**src/rtl/key_encoder_binary_param_pkg.sv**
```systemverilog
// Shared types for the binary key encoder: FSM states and keypad bit indices.
package key_pkg;

  typedef enum logic {
    COLLECT = 1'b0,
    HOLD    = 1'b1
  } key_state_t;

  localparam int KEY_ONE  = 1;
  localparam int KEY_ZERO = 0;

endpackage

```
**src/rtl/key_encoder_binary_param_if.sv**
```systemverilog
// Keypad-side and consumer-side signals of the binary key encoder.
interface key_encoder_binary_param_if #(
  parameter int WIDTH = 4
);
  localparam int CNT_W = $clog2(WIDTH + 1);

  logic [1:0]       keypad;
  logic             clear;
  logic [WIDTH-1:0] keycode;
  logic [CNT_W-1:0] digit_count;
  logic             key_strobe;
  logic             move_on;

  modport master (
    output keypad, clear,
    input  keycode, digit_count, key_strobe, move_on
  );

  modport slave (
    input  keypad, clear,
    output keycode, digit_count, key_strobe, move_on
  );

endinterface

```
**src/rtl/key_encoder_binary_param_debouncer.sv**
```systemverilog
// One keypad line: 2-FF synchroniser, optional hold-time filter, rising-edge detect.
module key_debouncer #(
  parameter int DEBOUNCE_CYCLES = 0
) (
  input  logic clk,
  input  logic nrst,
  input  logic raw_in,
  output logic level,
  output logic rise
);

  logic sync_p0;
  logic sync_p1;
  logic level_q;

  // Stage 0/1: metastability synchroniser
  always_ff @(posedge clk or negedge nrst) begin
    if (!nrst) begin
      sync_p0 <= 1'b0;
      sync_p1 <= 1'b0;
    end else begin
      sync_p0 <= raw_in;
      sync_p1 <= sync_p0;
    end
  end

  // Stage 2: accept a new level only after it has differed for DEBOUNCE_CYCLES cycles
  generate
    if (DEBOUNCE_CYCLES == 0) begin : g_nofilt
      assign level = sync_p1;
    end else begin : g_filt
      localparam int CW = $clog2(DEBOUNCE_CYCLES + 1);
      logic [CW-1:0] cnt_p2;
      logic          level_p2;

      always_ff @(posedge clk or negedge nrst) begin
        if (!nrst) begin
          cnt_p2   <= '0;
          level_p2 <= 1'b0;
        end else if (sync_p1 == level_p2) begin
          cnt_p2 <= '0;
        end else if (cnt_p2 == CW'(DEBOUNCE_CYCLES - 1)) begin
          cnt_p2   <= '0;
          level_p2 <= sync_p1;
        end else begin
          cnt_p2 <= cnt_p2 + CW'(1);
        end
      end

      assign level = level_p2;
    end
  endgenerate

  always_ff @(posedge clk or negedge nrst) begin
    if (!nrst) level_q <= 1'b0;
    else       level_q <= level;
  end

  assign rise = level & ~level_q;

endmodule

```
**src/rtl/key_encoder_binary_param.sv**
```systemverilog
// Two-button binary key entry: shifts accepted "1"/"0" presses MSB-first into a WIDTH-bit code.
module key_encoder_binary_param
  import key_pkg::*;
#(
  parameter int WIDTH           = 4,
  parameter int DEBOUNCE_CYCLES = 0,
  parameter int CNT_W           = $clog2(WIDTH + 1)
) (
  input logic                       clk,
  input logic                       nrst,
  key_encoder_binary_param_if.slave kif
);

  logic       level_one, rise_one;
  logic       level_zero, rise_zero;
  logic       ev_one, ev_zero, ev;
  key_state_t state_q;

  logic [WIDTH-1:0] keycode_q;
  logic [CNT_W-1:0] count_q;
  logic [CNT_W-1:0] count_inc;
  logic             strobe_q;
  logic             move_q;

  function automatic logic [WIDTH-1:0] shift_in(input logic [WIDTH-1:0] code, input logic b);
    return {code[WIDTH-2:0], b};
  endfunction

  function automatic logic [WIDTH-1:0] fresh_code(input logic b);
    logic [WIDTH-1:0] r;
    r    = '0;
    r[0] = b;
    return r;
  endfunction

  key_debouncer #(.DEBOUNCE_CYCLES(DEBOUNCE_CYCLES)) u_deb_one (
    .clk    (clk),
    .nrst   (nrst),
    .raw_in (kif.keypad[KEY_ONE]),
    .level  (level_one),
    .rise   (rise_one)
  );

  key_debouncer #(.DEBOUNCE_CYCLES(DEBOUNCE_CYCLES)) u_deb_zero (
    .clk    (clk),
    .nrst   (nrst),
    .raw_in (kif.keypad[KEY_ZERO]),
    .level  (level_zero),
    .rise   (rise_zero)
  );

  // A press only counts while the other key is released, which also rejects simultaneous rises
  assign ev_one    = rise_one & ~level_zero;
  assign ev_zero   = rise_zero & ~level_one;
  assign ev        = ev_one | ev_zero;
  assign count_inc = count_q + CNT_W'(1);

  // Stage 3: FSM, shift register and digit counter
  always_ff @(posedge clk or negedge nrst) begin
    if (!nrst) begin
      state_q   <= COLLECT;
      keycode_q <= '0;
      count_q   <= '0;
      strobe_q  <= 1'b0;
      move_q    <= 1'b0;
    end else if (kif.clear) begin
      state_q   <= COLLECT;
      keycode_q <= '0;
      count_q   <= '0;
      strobe_q  <= 1'b0;
      move_q    <= 1'b0;
    end else if (ev) begin
      strobe_q <= 1'b1;
      case (state_q)
        COLLECT: begin
          keycode_q <= shift_in(keycode_q, ev_one);
          count_q   <= count_inc;
          if (count_inc == CNT_W'(WIDTH)) begin
            move_q  <= 1'b1;
            state_q <= HOLD;
          end else begin
            move_q  <= 1'b0;
          end
        end
        default: begin
          keycode_q <= fresh_code(ev_one);
          count_q   <= CNT_W'(1);
          move_q    <= 1'b0;
          state_q   <= COLLECT;
        end
      endcase
    end else begin
      strobe_q <= 1'b0;
      move_q   <= 1'b0;
    end
  end

  assign kif.keycode     = keycode_q;
  assign kif.digit_count = count_q;
  assign kif.key_strobe  = strobe_q;
  assign kif.move_on     = move_q;

endmodule

```
**src/flat_wrapper.sv**
```systemverilog
// flat-port wrapper written by rule: the top's interface ports become plain ports
module key_encoder_binary_param_flat import key_pkg::*;
#(
  parameter int WIDTH           = 4,
  parameter int DEBOUNCE_CYCLES = 0,
  parameter int CNT_W           = $clog2(WIDTH + 1)
)
  (clk, nrst, kif_keypad, kif_clear, kif_keycode, kif_digit_count, kif_key_strobe, kif_move_on);
  key_encoder_binary_param_if #(.WIDTH(WIDTH)) kif_i ();
  input logic clk;
  input logic nrst;
  input wire logic [$bits(kif_i.keypad)-1:0] kif_keypad;
  input wire logic [$bits(kif_i.clear)-1:0] kif_clear;
  output wire logic [$bits(kif_i.keycode)-1:0] kif_keycode;
  output wire logic [$bits(kif_i.digit_count)-1:0] kif_digit_count;
  output wire logic [$bits(kif_i.key_strobe)-1:0] kif_key_strobe;
  output wire logic [$bits(kif_i.move_on)-1:0] kif_move_on;
  assign kif_i.keypad = kif_keypad;
  assign kif_i.clear = kif_clear;
  assign kif_keycode = kif_i.keycode;
  assign kif_digit_count = kif_i.digit_count;
  assign kif_key_strobe = kif_i.key_strobe;
  assign kif_move_on = kif_i.move_on;
  key_encoder_binary_param #(.WIDTH(WIDTH), .DEBOUNCE_CYCLES(DEBOUNCE_CYCLES), .CNT_W(CNT_W)) u_core (.clk(clk), .nrst(nrst), .kif(kif_i));
endmodule
```
**config.mk**
```make
export PLATFORM = sky130hd
export DESIGN_NAME = key_encoder_binary_param_flat
export DESIGN_NICKNAME = d
export VERILOG_FILES = /design/src/rtl/key_encoder_binary_param_pkg.sv /design/src/rtl/key_encoder_binary_param_if.sv /design/src/rtl/key_encoder_binary_param_debouncer.sv /design/src/rtl/key_encoder_binary_param.sv /design/src/flat_wrapper.sv
export SDC_FILE = /design/constraint.sdc
export NUM_CORES = 1
export LEC_CHECK = 0
export BUFFER_PORTS_ARGS = -buffer_cell sky130_fd_sc_hd__buf_2
export CAP_MARGIN = 20
export CORE_MARGIN = 5
export CORE_UTILIZATION = 35
export CTS_CLUSTER_DIAMETER = 40
export DETAILED_ROUTE_END_ITERATION = 10
export GPL_ROUTABILITY_DRIVEN = 0
export PLACE_DENSITY_LB_ADDON = 0.1
export SLEW_MARGIN = 40
export SYNTH_ARGS = -nofsm -noshare
export SYNTH_HDL_FRONTEND = slang
export SYNTH_SLANG_ARGS = --single-unit
```
**constraint.sdc**
```tcl
create_clock -name clk -period 1.7 [get_ports clk]
set_input_delay 0.17 -clock clk [delete_from_list [all_inputs] [get_ports clk]]
set_output_delay 0.17 -clock clk [all_outputs]
set_load 0.02 [all_outputs]
```
==> results.toml <==
[outcome]
run_status = "finished, final reports clean"

[routing]
viasPerCell = 4.71
antenna_left = 0
drt_wl_total_um = 1340
wire_per_inst_um = 13.2
route.detailed.drc = 0
drt-initial-drc-count = 8
vias = 476
firstDrtPassIters = 4

[finish]
drive_gt1_frac = 0.289
final_area_um2 = 826
nets = 84
final_util = 0.463
n_antenna_cell = 0
fin_cells = 101
syn_to_final_growth_pct = 22.2

[grt]
grt_util_all_layers = 0.118
grt_max_degree = 17
grt_pass1_wl_um = 2270
grt_pass1_vias = 482
antenna_found_initial = 0
grt.overflow.total = 0

[floorplan]
coreArea_mm2 = 0.00178
die-width_um = 53.9
io-pin-count = 14
rows = 15
dieArea_mm2 = 0.00291
die_y_um = 53.9
initial_core_util = 0.379

[hold_path]
holdPathStages = 2
whs_endpoint = "u_core.kif.keycode[0]$_DFFE_PN0P_"
hold_class = "input pin to register"
hp-start = "kif_clear"

[run]
drv_cap = 0

[pwr]
peakVddDrop_mv = 0.358
leakage_nw = 0.388
powerDensity_mw_per_mm2 = 872

[critical_path]
r2r_slack_ns = 0.39
cp_max_fo = 6
crit_family = "simple AND/OR/NAND/NOR gates"
slowest_stage = "or4_1"
crit_path_end_kind = "register"
crit_type = "register to register"
reg2reg_depth = 3
cp-start-kind = "register"
worstPathRequired_ns = 1.88
worstPathCellList = "nor3b_2 -> or4_1 -> o41ai_2"
r2r_start = "u_core.u_deb_one.level$_DFF_PN0_"
arrival_ns = 1.49
rr_endpoint = "u_core.kif.digit_count[2]$_DFFE_PN0P_"
crit_buf_inv = 0
slowest_delay_ns = 0.49

[clock_network]
post-cts-setup-buffers = 0
cts.sink_count = 16
cts_root_buffer = "clkbuf_4"
cts_buffers = 3
clock_path_buffers = 2
path_clk_slew_ns = 0.09
htreeDepth = 1
cts_tree = "done"
clk_latency_ns = 0.28
cts_resized = 0

[synth]
yosys.area.top_type = "dfrtp_1"
yosysWarningCount = 0
postSynthCellCount = 59
ys_seq_area_frac = 0.593
syn_avg_cell_area_um2 = 11.5
synthesis.nets = 66
synthTopCellsByArea = "dfrtp_1 59%, ha_1 3.7%, nor3b_2 3.7%"
synth_top_area_frac = 0.593
ys_ff_latch = 16
ys_types = 22
netlist_area_um2 = 676

[place]
dp_cells = 94
io_buffers = 13
placed_area_um2 = 759
hpwl_um = 931
pre_cts_ws_ns = 0.398

[timing]
slew_headroom = 0.754
skew_ns = 0.00333
setup_viol = 0
fin_tns_setup_ns = 0
setup_slack_ns = 0.391
period_share = 0.770
tightest_slew_ns = 0.368
rsz0062_at_grt = "false"
hold_viol = 0
period_needed_ns = 1.31
fmax_mhz = 764
slew_violations = 0
[Yosys cell counts]
cell type	number
inv_1	2
dfrtp_1	16
o41ai_2	1
nor3_1	2
nor2_1	3
buf_2	1
nor2b_1	3
a21oi_1	4
nor2_2	1
or4_1	1
clkbuf_1	2
a21oi_2	1
nand2_1	2
o21ai_0	5
nor3b_1	1
nand3_1	3
nand2b_1	1
nor3b_2	2
o21ai_1	2
or3b_1	2
nand4b_1	2
ha_1	2
[layer usage]
metal,share of wire,track usage,up-vias
met5,0,0,-
li1,-,-,242
met4,0.024,0.0894,0
met3,0.043,0.0332,4
met2,0.44,0.157,11
met1,0.49,0.159,219
[state kept, by name, indices dropped and copies added (netlist names)]
signal,cells
u_core.kif.move_on,1
u_core.u_deb_zero.level,1
u_core.u_deb_one.level_q,1
u_core.u_deb_one.sync_p0,1
u_core.kif.keycode,4
u_core.kif.digit_count,3
u_core.u_deb_zero.sync_p0,1
u_core.state_q,1
u_core.kif.key_strobe,1
u_core.u_deb_one.level,1
u_core.u_deb_zero.level_q,1
[layout make-up]
class / instances / area, um^2
Clock buffer: 4 / 36.3
Fill cell: 172 / 957
Multi-Input combinational cell: 38 / 255
Sequential cell: 16 / 400
Timing Repair Buffer: 16 / 95.1
Tap cell: 25 / 31.3
Inverter: 2 / 7.51
[cells by family after synthesis]
logic type / Yosys count / synth area share
flops: 16 / 0.593
compound gates: 13 / 0.119
fa+ha+maj: 2 / 0.0370
buf+inv: 5 / 0.0296
simple gates: 23 / 0.222
[report_power, final]
group | switching, mW | internal (mW) | total (mW) | leakage [nW]
clock | 0.120 | 0.130 | 0.250 | 0.0210
sequential | 0.0120 | 0.394 | 0.406 | 0.208
combinational | 0.0392 | 0.0248 | 0.0640 | 0.160
[metrics by stage]
step	hold slack, ns	power (mW)
floorplan	-0.126	0.448
global placement	0.100	0.473
detailed placement	0.101	0.474
CTS	0.170	0.731
global route	0.197	0.760
finish	0.188	0.720
[repair_timing]
action                                 CTS  global route
endpoints found under the hold margin   18             0
hold buffers                             3             0
setup endpoints to repair                0             0
[worst max path at each step]
stage,start,to,slack (ns),cells past startpoint
2_1_floorplan,u_core.kif.digit_count[0]$_DFFE_PN0P_,u_core.kif.digit_count[2]$_DFFE_PN0P_,0.39,3
3_3_place_gp,u_core.u_deb_one.level$_DFF_PN0_,u_core.kif.digit_count[2]$_DFFE_PN0P_,0.42,3
3_5_place_dp,u_core.kif.digit_count[0]$_DFFE_PN0P_,u_core.kif.digit_count[2]$_DFFE_PN0P_,0.40,3
4_1_cts,u_core.u_deb_one.level$_DFF_PN0_,u_core.kif.digit_count[2]$_DFFE_PN0P_,0.38,3
5_1_grt,u_core.u_deb_one.level$_DFF_PN0_,u_core.kif.digit_count[2]$_DFFE_PN0P_,0.27,3
6_report,u_core.u_deb_one.level$_DFF_PN0_,u_core.kif.digit_count[2]$_DFFE_PN0P_,0.39,3
[worst register-to-register path, delay by kind of cell (launching register included)]
kind / cells / cell delay (ns)
AOI/OAI and AO/OA: 1 / 0.07
DFF: 1 / 0.44
and+or+nand+nor: 2 / 0.70
[placed cells by master (no fill, tap or decap), types with 3 or more instances in the layout]
| cell type | count |
|---|---|
| a21oi_1 | 4 |
| buf_2 | 13 |
| clkbuf_4 | 3 |
| dfrtp_1 | 16 |
| dlygate4sd3_1 | 3 |
| nand3_1 | 3 |
| nor2_1 | 3 |
| nor2b_1 | 3 |
| o21ai_0 | 5 |
Power figures use the tool's default switching activity.
